File: config.mk
export PLATFORM = sky130hd
export DESIGN_NAME = reg_file_sb
export DESIGN_NICKNAME = d
export VERILOG_FILES = /design/src/rtl/reg_file_pkg.sv /design/src/rtl/reg_scoreboard.sv /design/src/rtl/reg_file_sb.sv
export SDC_FILE = /design/constraint.sdc
export NUM_CORES = 1
export LEC_CHECK = 0
export CAP_MARGIN = 20
export CORE_AREA = 2 2 232 234
export CTS_CLUSTER_DIAMETER = 200
export DETAILED_ROUTE_END_ITERATION = 6
export DIE_AREA = 0 0 234 236
export PLACE_DENSITY = 0.73
export SLEW_MARGIN = 5
export SYNTH_ARGS = -nofsm -noshare
export SYNTH_HDL_FRONTEND = slang
export SYNTH_SLANG_ARGS = --single-unit
File: constraint.sdc
create_clock -name clk -period 5.9 [get_ports clk]
set_clock_uncertainty 0.2 [all_clocks]
set_input_delay 1.18 -clock clk [delete_from_list [all_inputs] [get_ports clk]]
set_output_delay 1.18 -clock clk [all_outputs]
set_load 0.03 [all_outputs]
File: src/rtl/reg_file_pkg.sv
// Shared constants and helpers for the register file with scoreboard.
//   DATA_W_DEF  : default register width in bits
//   NREGS_DEF   : default register count
//   addr_width(): number of address bits needed for n registers
package reg_file_pkg;

  localparam int DATA_W_DEF = 32;
  localparam int NREGS_DEF  = 16;

  // ceil(log2(n)); n is a power of two, so this is exact.
  function automatic int addr_width(input int n);
    int w;
    w = 0;
    for (int i = 0; i < 31; i++) begin
      if ((1 << i) < n) w = i + 1;
    end
    return w;
  endfunction

endpackage

File: src/rtl/reg_scoreboard.sv
// Pending-bit scoreboard for the register file.
// Ports:
//   clk, rst          : clock, synchronous active-high reset
//   set_en, set_ad    : mark register set_ad pending (issue)
//   clr_en, clr_ad    : clear pending bit of clr_ad (writeback)
//   pend              : pending bit per register
//   cnt               : registered count of pending registers
module reg_scoreboard
  import reg_file_pkg::*;
#(
  parameter int NREGS = NREGS_DEF,
  localparam int AW = addr_width(NREGS)
) (
  input  logic             clk,
  input  logic             rst,
  input  logic             set_en,
  input  logic [AW-1:0]    set_ad,
  input  logic             clr_en,
  input  logic [AW-1:0]    clr_ad,
  output logic [NREGS-1:0] pend,
  output logic [AW:0]      cnt
);

  localparam logic [AW:0] CNT_ONE = (AW + 1)'(1);

  logic [NREGS-1:0] pend_reg, pend_next;
  logic [AW:0]      cnt_reg, cnt_next;
  logic             inc, dec;

  always_comb begin
    pend_next = pend_reg;
    // Clear first, then set: a set to the same address wins.
    if (clr_en) pend_next[clr_ad] = 1'b0;
    if (set_en) pend_next[set_ad] = 1'b1;

    // The count tracks the population of pend incrementally: only a
    // 0->1 transition adds and only a 1->0 transition subtracts.
    inc = set_en && !pend_reg[set_ad];
    dec = clr_en && pend_reg[clr_ad] && !(set_en && (set_ad == clr_ad));

    cnt_next = cnt_reg;
    if (inc && !dec)      cnt_next = cnt_reg + CNT_ONE;
    else if (dec && !inc) cnt_next = cnt_reg - CNT_ONE;
  end

  always_ff @(posedge clk) begin
    if (rst) begin
      pend_reg <= '0;
      cnt_reg  <= '0;
    end else begin
      pend_reg <= pend_next;
      cnt_reg  <= cnt_next;
    end
  end

  assign pend = pend_reg;
  assign cnt  = cnt_reg;

endmodule

File: src/rtl/reg_file_sb.sv
// Two-read / one-write register file with an issue/writeback scoreboard.
// Ports:
//   clk, rst                 : clock, synchronous active-high reset
//   wr_en, wr_ad, wr_data    : write (writeback) port, clears pending
//   iss_en, iss_ad           : issue port, marks destination pending
//   addr_a/addr_b            : combinational read addresses
//   o_a/o_b                  : read data (optionally forwarded from wr_data)
//   busy_a/busy_b            : read register is pending
//   pend_cnt                 : registered count of pending registers
module reg_file_sb
  import reg_file_pkg::*;
#(
  parameter int DATA_W  = DATA_W_DEF,
  parameter int NREGS   = NREGS_DEF,
  parameter int ZERO_R0 = 0,
  parameter int BYPASS  = 1,
  localparam int AW = addr_width(NREGS)
) (
  input  logic              clk,
  input  logic              rst,
  input  logic              wr_en,
  input  logic [AW-1:0]     wr_ad,
  input  logic [DATA_W-1:0] wr_data,
  input  logic              iss_en,
  input  logic [AW-1:0]     iss_ad,
  input  logic [AW-1:0]     addr_a,
  input  logic [AW-1:0]     addr_b,
  output logic [DATA_W-1:0] o_a,
  output logic [DATA_W-1:0] o_b,
  output logic              busy_a,
  output logic              busy_b,
  output logic [AW:0]       pend_cnt
);

  logic [DATA_W-1:0] mem_reg [NREGS];
  logic [NREGS-1:0]  pend;
  logic              wr_live, iss_live;
  logic [AW-1:0]     rd_ad [2];

  // Effective strobes: reset masks everything, and a hardwired r0 swallows
  // writes and issues so they neither store, forward nor touch pend.
  assign wr_live  = wr_en  && !rst && !((ZERO_R0 != 0) && (wr_ad  == '0));
  assign iss_live = iss_en && !rst && !((ZERO_R0 != 0) && (iss_ad == '0));

  always_ff @(posedge clk) begin
    if (rst) begin
      for (int i = 0; i < NREGS; i++) mem_reg[i] <= '0;
    end else if (wr_live) begin
      mem_reg[wr_ad] <= wr_data;
    end
  end

  reg_scoreboard #(
    .NREGS (NREGS)
  ) u_sb (
    .clk    (clk),
    .rst    (rst),
    .set_en (iss_live),
    .set_ad (iss_ad),
    .clr_en (wr_live),
    .clr_ad (wr_ad),
    .pend   (pend),
    .cnt    (pend_cnt)
  );

  assign rd_ad[0] = addr_a;
  assign rd_ad[1] = addr_b;

  for (genvar gi = 0; gi < 2; gi++) begin : g_rd
    logic [DATA_W-1:0] data;
    logic              busy;

    always_comb begin
      data = '0;
      busy = 1'b0;
      if (rst) begin
        // outputs held at zero during reset
      end else if ((ZERO_R0 != 0) && (rd_ad[gi] == '0)) begin
        // hardwired zero register
      end else if ((BYPASS != 0) && wr_live && (wr_ad == rd_ad[gi])) begin
        // Forwarded value is about to retire, so it is no longer pending.
        data = wr_data;
      end else begin
        data = mem_reg[rd_ad[gi]];
        busy = pend[rd_ad[gi]];
      end
    end
  end

  assign o_a    = g_rd[0].data;
  assign busy_a = g_rd[0].busy;
  assign o_b    = g_rd[1].data;
  assign busy_b = g_rd[1].busy;

endmodule
Yosys cells after proc, flatten, opt, wreduce, memory -nomap -nowiden. Memory sizes are Yosys's and may differ from the RTL's. Index checks and enable logic that the tools add are counted.

Input bits: 52. Output and inout port bits: 71. Memories kept: 1. Register bits after elaboration: 21. RAM bits: 512.

Memories: mem_reg (words 16, bits a word 32, rd ports 2, clocked after memory_dff 0, write ports 16, line reg_file_sb.sv:35) `logic [DATA_W-1:0] mem_reg [NREGS];`.

Mux-type cells: 32. Eq/ne operators: 3. Magnitude comparators: 6. Bitwise logic cells: 3. Add/subtract/negate cells: 2. Reductions and logical operators: 19.

Operators by type and width (count): two-way mux 32 bit (5); two-way mux 16 bit (2); OR reduction 32 bit (1); less-than comparator 4 x 5 -> 1 bit, second input constant (4); bitwise AND 16 bit (1); binary-select mux 1 bit (select 4 bit) (4); two-way mux 1 bit (16); inverter 16 bit (1); bitwise OR 16 bit (1); == test 4 bit (3); logical AND 1 bit (12); two-way mux 5 bit (2); demux 1 bit (select 4 bit) (2); >= comparator 4 x 1 -> 1 bit, second input constant (2); adder 5 x 1 -> 5 bit, second input constant (1); logical NOT 1 bit (5); subtractor 5 x 1 -> 5 bit, second input constant (1); two-way mux 4 bit (1); nonzero test 2 bit (1).

Depth between registers and ports, before layout. Gate-level depths: netlist of run 1.

Depth in word-level cells: 9. Depth in mapped cells: 13. Gate-level depth less buffers: 12.

Hierarchy. Synthesis of run 1 repeated with hierarchy kept, for this count alone.

Cell total of the unflattened synthesis: 1951. Area, all modules: 28880.2 um^2.

Modules (own cells, without submodules): reg_file_sb (times used 1, area an instance 27543.9 um^2, cells each 1800); reg_scoreboard (times used 1, area an instance 1336.3 um^2, cells each 151).

Worst setup path after synthesis of run 1. OpenSTA, ideal clock, no wires.

Kind: in2reg. From: in iss_ad[0]. To: reg u_sb.cnt_reg[4] (netlist: u_sb.cnt[4]). Library setup time: 0.121 ns. Data required time: 5.579 ns. Arrival: 4.235 ns. Setup slack: 1.344 ns. Stages: 12. Path through: clkbuf_1 mux4_2 mux4_2 nor2_1 ha_1 inv_1 ha_1 nor2b_1 o21a_1 or3_1 a21oi_1 mux2_2.

Cells in the longest elaborated chain, start to end: 7.

RTL lines: from (decl) (line reg_file_sb.sv:25) `input logic [AW-1:0] iss_ad,`; binary-select mux 1 bit (select 4 bit) or == test 4 bit (tied branches) (line reg_scoreboard.sv:38, reg_scoreboard.sv:39); two-way mux 1 bit (not written as such) or logical AND 1 bit (tied branches) (line reg_scoreboard.sv:38, reg_scoreboard.sv:39); logical NOT 1 bit (on tied branches) (line reg_scoreboard.sv:38, reg_scoreboard.sv:39); logical AND 1 bit (on tied branches) (line reg_scoreboard.sv:38, reg_scoreboard.sv:39); logical NOT 1 bit (on tied branches) (line reg_scoreboard.sv:43, reg_scoreboard.sv:42); logical AND 1 bit (on tied branches) (line reg_scoreboard.sv:43, reg_scoreboard.sv:42); nonzero test 2 bit (no line) or two-way mux 5 bit (tied branches); to (signal assigned) (line reg_scoreboard.sv:52) `cnt_reg <= cnt_next;`; to (decl) (line reg_scoreboard.sv:27) `logic [AW:0] cnt_reg, cnt_next;`.

Several ways; a longest one is shown, not always the timed one. The select of a mux whose other input is x is not followed. A chain may end at the register's enable or synchronous reset.

Final worst setup path of run 1.
From: in wr_ad[0]. To: out busy_a.

Cells in the longest elaborated chain, start to end: 4.

RTL lines: from (decl) (line reg_file_sb.sv:22) `input logic [AW-1:0] wr_ad,`; == test 4 bit (line reg_file_sb.sv:80) `end else if ((BYPASS != 0) && wr_live && (wr_ad == rd_ad[gi])) begin`; logical AND 1 bit (line reg_file_sb.sv:80); two-way mux 1 bit (line reg_file_sb.sv:80); two-way mux 1 bit (line reg_file_sb.sv:76) `if (rst) begin`; to (decl) (line reg_file_sb.sv:30) `output logic busy_a,`.

Every way passes these cells.

==> qor.yml, run 1 <==
sta:
  timing.final.hold_violations: 0
  worst_slew_pin_slew_ns: 0.943
  rsz0062_at_grt: "false"
  slew_headroom_pct: 37.1
  min_period_ns: 5.27
  tns_ns: 0
  drv_slew: 0
  setup_viol: 0
  final.period_utilization_pct: 89.3
  fmax_mhz: 190
route:
  drt_iter0_drc: 2312
  drc: 0
  ant_nets: 0
  num_vias: 18600
  routed_via_density: 6.85
  dr.pass1.iters: 5
  wl_per_cell_um: 31.3
  routed_wl_um: 85000
setup_path:
  ff2ff_setup_slack_ns: 2.22
  worstPathRequired_ns: 4.52
  crit_type: "in -> out"
  startpoint_type: "primary input"
  end_kind: "output port"
  cp_max_fo: 19
  worstPathArrival_ns: 3.89
power_and_ir_drop:
  combPwrFrac_pct: 15.0
  sequentialPowerShare_pct: 48.7
  pwr-share-clk_pct: 36.2
  internal-power_w: 0.00687
  p_per_area_mw_per_mm2: 277
  power.leakage_nw: 11.5
  peakVddDrop_uv: 210
  p_sw_w: 0.00230
  p_sw_share_pct: 25.1
  total_power_w: 0.00917
floorplan:
  dieArea_mm2: 0.0552
  core_area_mm2: 0.0531
  die_h_um: 236
  rows: 85
  ioPinCount: 123
  die_w_um: 234
  initial_core_util_pct: 54.1
final_layout:
  syn_to_final_growth_pct: 15.2
  final_cells: 2716
  fin_nets: 2032
  largest_reg_flops: 512
  finish.utilization_pct: 62.3
  drive_above_1_share_pct: 26.2
clock_network:
  clockRootBuffer: "clkbuf_16"
  cts.sinks: 533
  postCtsSetupRepairBufs: 0
  cts_tree: "done"
  htree_levels: 2
  numCtsBuffers: 55
  cts_hold_buffers: 0
  cts_buffer_depth: 3
  clkTransAtPathRegs_ns: 0.06
  post_cts_resized: 0
  clk_latency_ns: 0.60
placement:
  dp_cells: 2613
  gp_congestion: 0.845
  port_buffers: 122
  dp_hpwl_um: 49300
yosys:
  yosys_warnings: 0
  syn_area_mm2: 0.0287
  ys_seq_elements: 533
  syn_nets: 1980
  synth_edf_count: 512
  syn_inst: 1922
  yosysSeqAreaShare_pct: 55.0
  synth_ff_type: "edfxtp_1"
  async_flop_share_pct: 0
  syn_avg_cell_area_um2: 14.9
  yosysUniqueCellTypes: 35
global_route:
  overflow: 0
  grt_pass1_wl_um: 126000
  track_usage_pct: 31.6
  grt_start_max_net_pins: 55
  antenna_found_initial: 1
  first_global_vias: 19700
run_status:
  status: "complete, no violations"
min_path:
  hold_class: "reg -> reg"
flow_run:
  maxCapViolCount: 0
[power groups by stage]
stage          Combinational [W]  Clock, W  Sequential (W)
5_1_grt                  0.00144   0.00350         0.00449
4_1_cts                  0.00137   0.00334         0.00447
3_3_place_gp             0.00136         0         0.00452
3_5_place_dp             0.00137         0         0.00455
2_1_floorplan           0.000810         0         0.00451
6_report                 0.00138   0.00332         0.00447
[cells in the final DEF, fill, tap and decap left out, drive strengths merged, types with 2 or more instances in the layout]
cell type	n
a21oi	7
a22o	64
a22oi	128
and2	518
buf	136
bufinv	3
clkbuf	68
clkdlybuf4s50	54
clkinv	29
dfxtp	21
edfxtp	512
ha	5
inv	24
mux4	276
nand2	71
nand2b	4
nand3	3
nor2	24
nor2b	7
nor3	4
nor4	2
o21ai	2
o22ai	12
o32ai	4
or2	16
or3	5
xor2	12
[per-stage QoR]
| step | worst slack, ns | cell area (um^2) | hold WS, ns |
|---|---|---|---|
| finish | 0.634 | 33100 | 0.337 |
| global route | 0.468 | 33100 | 0.373 |
| CTS | 0.633 | 33100 | 0.331 |
| detailed placement | 0.500 | 31400 | 0.322 |
| global placement | 0.550 | 31400 | 0.314 |
| floorplan | 1.34 | 28700 | 0.259 |
[final timing paths]
path | start | cells past startpoint | to
setup / recovery | wr_ad[0] | 6 | busy_a
setup reg to reg | u_sb.pend[7] | 11 | u_sb.cnt[4]
hold / removal | u_sb.pend[3] | 2 | u_sb.pend[3]
hold reg to reg | u_sb.pend[3] | 2 | u_sb.pend[3]
[metal layers]
layer	share of wire (%)	GRT usage [%]
met5	0.019	0
met4	4.9	15.7
met3	9.5	5.11
met2	50	51.3
met1	36	41.4
[cell type report]
cell class                 instances  area, um^2
multi-input combinational       1171       12100
clock buffer                      68        1450
sequential                       533       15800
clock inverter                    34         239
fill                            3824       20000
timing repair buffer             190        2480
tap                              696         871
inverter                          23        86.3
antenna                            1        2.50
[cells in the mapped netlist, types with 6 or more instances]
master    instances  area [um^2]
a21oi_1           7         35.0
a22o_1           64          561
a22oi_1         128          961
and2_1          518         3240
buf_2            34          170
buf_4             6         45.0
clkbuf_1        149          559
dfxtp_1          21          420
edfxtp_1        512        15400
inv_1            23         86.3
mux4_2          276         6220
nand2_1          71          267
nor2_1           24         90.1
nor2b_1           7         43.8
o22ai_1          12         75.1
or2_2            16          100
xor2_1           12          105
[critical path, cell delays in order]
cell and delay, ns:
clkdlybuf4s50_1 0.80, xor2_1 0.19, nor4_1 0.11, a21oi_4 0.70, and2_1 0.23, clkdlybuf4s50_1 0.67
[kinds of logic after synthesis]
group	count (synthesis)	synth area share (%)
AND/OR/NAND/NOR	654	13.4
flip-flops	533	55.0
multiplexers	278	21.7
AO/OA/AOI/OAI	220	5.93
buffers and inverters	218	3.18
XOR/XNOR	13	0.397
adder cells (fa/ha/maj)	6	0.288
(Power assumes the default switching activity.)
==> run 2, diff against run 1 <==
--- a/config.mk
+++ b/config.mk
@@ -10,7 +10,7 @@
 export CTS_CLUSTER_DIAMETER = 200
 export DETAILED_ROUTE_END_ITERATION = 6
 export DIE_AREA = 0 0 234 236
-export PLACE_DENSITY = 0.73
+export PLACE_DENSITY = 0.76
 export SLEW_MARGIN = 5
 export SYNTH_ARGS = -nofsm -noshare
 export SYNTH_HDL_FRONTEND = slang
==> constraint.sdc (replaced) <==
create_clock -name clk -period 4.45 [get_ports clk]
set_clock_uncertainty 0.2 [all_clocks]
set_input_delay 0.89 -clock clk [delete_from_list [all_inputs] [get_ports clk]]
set_output_delay 0.89 -clock clk [all_outputs]
set_load 0.03 [all_outputs]
==> run 2 against run 1 <==
Effect of this change:
- cell count is 0.85% higher
- largest power group unchanged
- via count rose by 0.71%
- sequential cell count stayed put
==> qor.yml, run 2 (synthesized netlist as in run 1, its figures left out) <==
power_and_ir_drop:
  p_per_area_mw_per_mm2: 371
  power.leakage_nw: 11.7
  peakVddDrop_uv: 275
placement:
  port_buffers: 122
  gp_congestion: 0.879
  dp_cells: 2642
  dp_hpwl_um: 48400
  postPlaceCellArea_mm2: 0.0317
clock_network:
  cts.sinks: 533
  cts_tree: "done"
  cts_hold_buffers: 0
  cts_buffer_depth: 3
  htree_levels: 2
  clockRootBuffer: "clkbuf_16"
  clkTransAtPathRegs_ns: 0.06
  clk_latency_ns: 0.63
  postCtsSetupRepairBufs: 0
  post_cts_resized: 0
  numCtsBuffers: 56
min_path:
  hold_class: "reg -> reg"
setup_path:
  slowest_delay_ns: 0.65
  worstPathRequired_ns: 3.36
  cp_max_fo: 6
  startpoint_type: "primary input"
  worstPathArrival_ns: 3.15
  crit_type: "in -> out"
  end_kind: "output port"
  cpMaxStageDelayCell: "clkdlybuf4s50_1"
  worstPathCellList: "clkdlybuf4s50_1, mux4_2, mux4_2, and2_1, clkdlybuf4s50_1"
final_layout:
  drive_above_1_share_pct: 27.2
  finish.utilization_pct: 63.1
  stdcell_area_mm2: 0.0335
  final_cells: 2739
  fin_nets: 2062
  largest_reg_flops: 512
  final_common_cell: "and2_1"
  final_cell_mix: "and2_1 (514), edfxtp_1 (512), mux4_2 (276), a22oi_1 (128), buf_12 (86)"
  syn_to_final_growth_pct: 16.8
sta:
  rsz0062_at_grt: "false"
  min_period_ns: 4.24
  drv_slew: 0
  fmax_mhz: 236
  slew_headroom_pct: 52.3
  setup_viol: 0
  worst_slew_pin_slew_ns: 0.713
  timing.final.hold_violations: 0
  final.period_utilization_pct: 95.3
global_route:
  track_usage_pct: 31.6
  grt_pass1_wl_um: 126000
  overflow: 0
  antenna_found_initial: 2
  first_global_vias: 19700
  grt_start_max_net_pins: 50
route:
  num_vias: 18700
  drt_iter0_drc: 2348
  ant_nets: 0
  wl_per_cell_um: 31.2
  routed_via_density: 6.84
  drc: 0
  routed_wl_um: 85400
  dr.pass1.iters: 6
run_status:
  status: "complete, no violations"
floorplan:
  die_h_um: 236
  initial_core_util_pct: 54.1
  ioPinCount: 123
  die_w_um: 234
  rows: 85
  dieArea_mm2: 0.0552
  core_area_mm2: 0.0531
flow_run:
  maxCapViolCount: 0
run 2: final cells by class:
class,instances,area (um^2)
diodes,1,2.50
clock buffers,79,1530
clock inverters,17,233
fillers,3715,19600
inverters,23,86.3
multi-input cells,1171,12100
flip-flops and latches,533,15800
well taps,696,871
repair buffers,219,2880
run 2: final timing paths:
kind	start	end	slack (ns)	cells after the start
worst max-delay path	addr_a[1]	busy_a	0.21	5
worst min-delay path	u_sb.pend[0]	u_sb.pend[0]	0.33	2
worst max register to register	u_sb.pend[12]	u_sb.cnt[4]	0.90	11
worst min register to register	u_sb.pend[0]	u_sb.pend[0]	0.33	2
run 2: per-layer routing:
layer | global-route usage (%) | routed length [um] | vias to the layer above
met5 | 0 | 12 | -
met4 | 14.8 | 4250 | 2
met3 | 5.95 | 9640 | 319
met2 | 52.3 | 42700 | 1347
met1 | 40.4 | 28800 | 9466
li1 | - | - | 7603
run 2: metrics by stage:
stage	TNS [ns]	hold slack [ns]	power, W	setup WS [ns]
CTS	0	0.325	0.0124	0.216
global placement	-0.236	0.314	0.00781	-0.236
detailed placement	-0.229	0.312	0.00788	-0.229
global route	0	0.357	0.0127	0.140
floorplan	0	0.259	0.00705	0.184
finish	0	0.332	0.0124	0.207
run 2: worst max-delay path, delay by kind of cell:
| family | cells | cell delay (ns) |
|---|---|---|
| buf+inv | 2 | 1.24 |
| simple gates | 1 | 0.19 |
| mux | 2 | 0.83 |
run 2: power by group:
part / total [W] / internal, W / switching [W]
clock: 0.00463 / 0.00267 / 0.00196
sequential: 0.00593 / 0.00578 / 0.000147
combinational: 0.00187 / 0.000893 / 0.000976
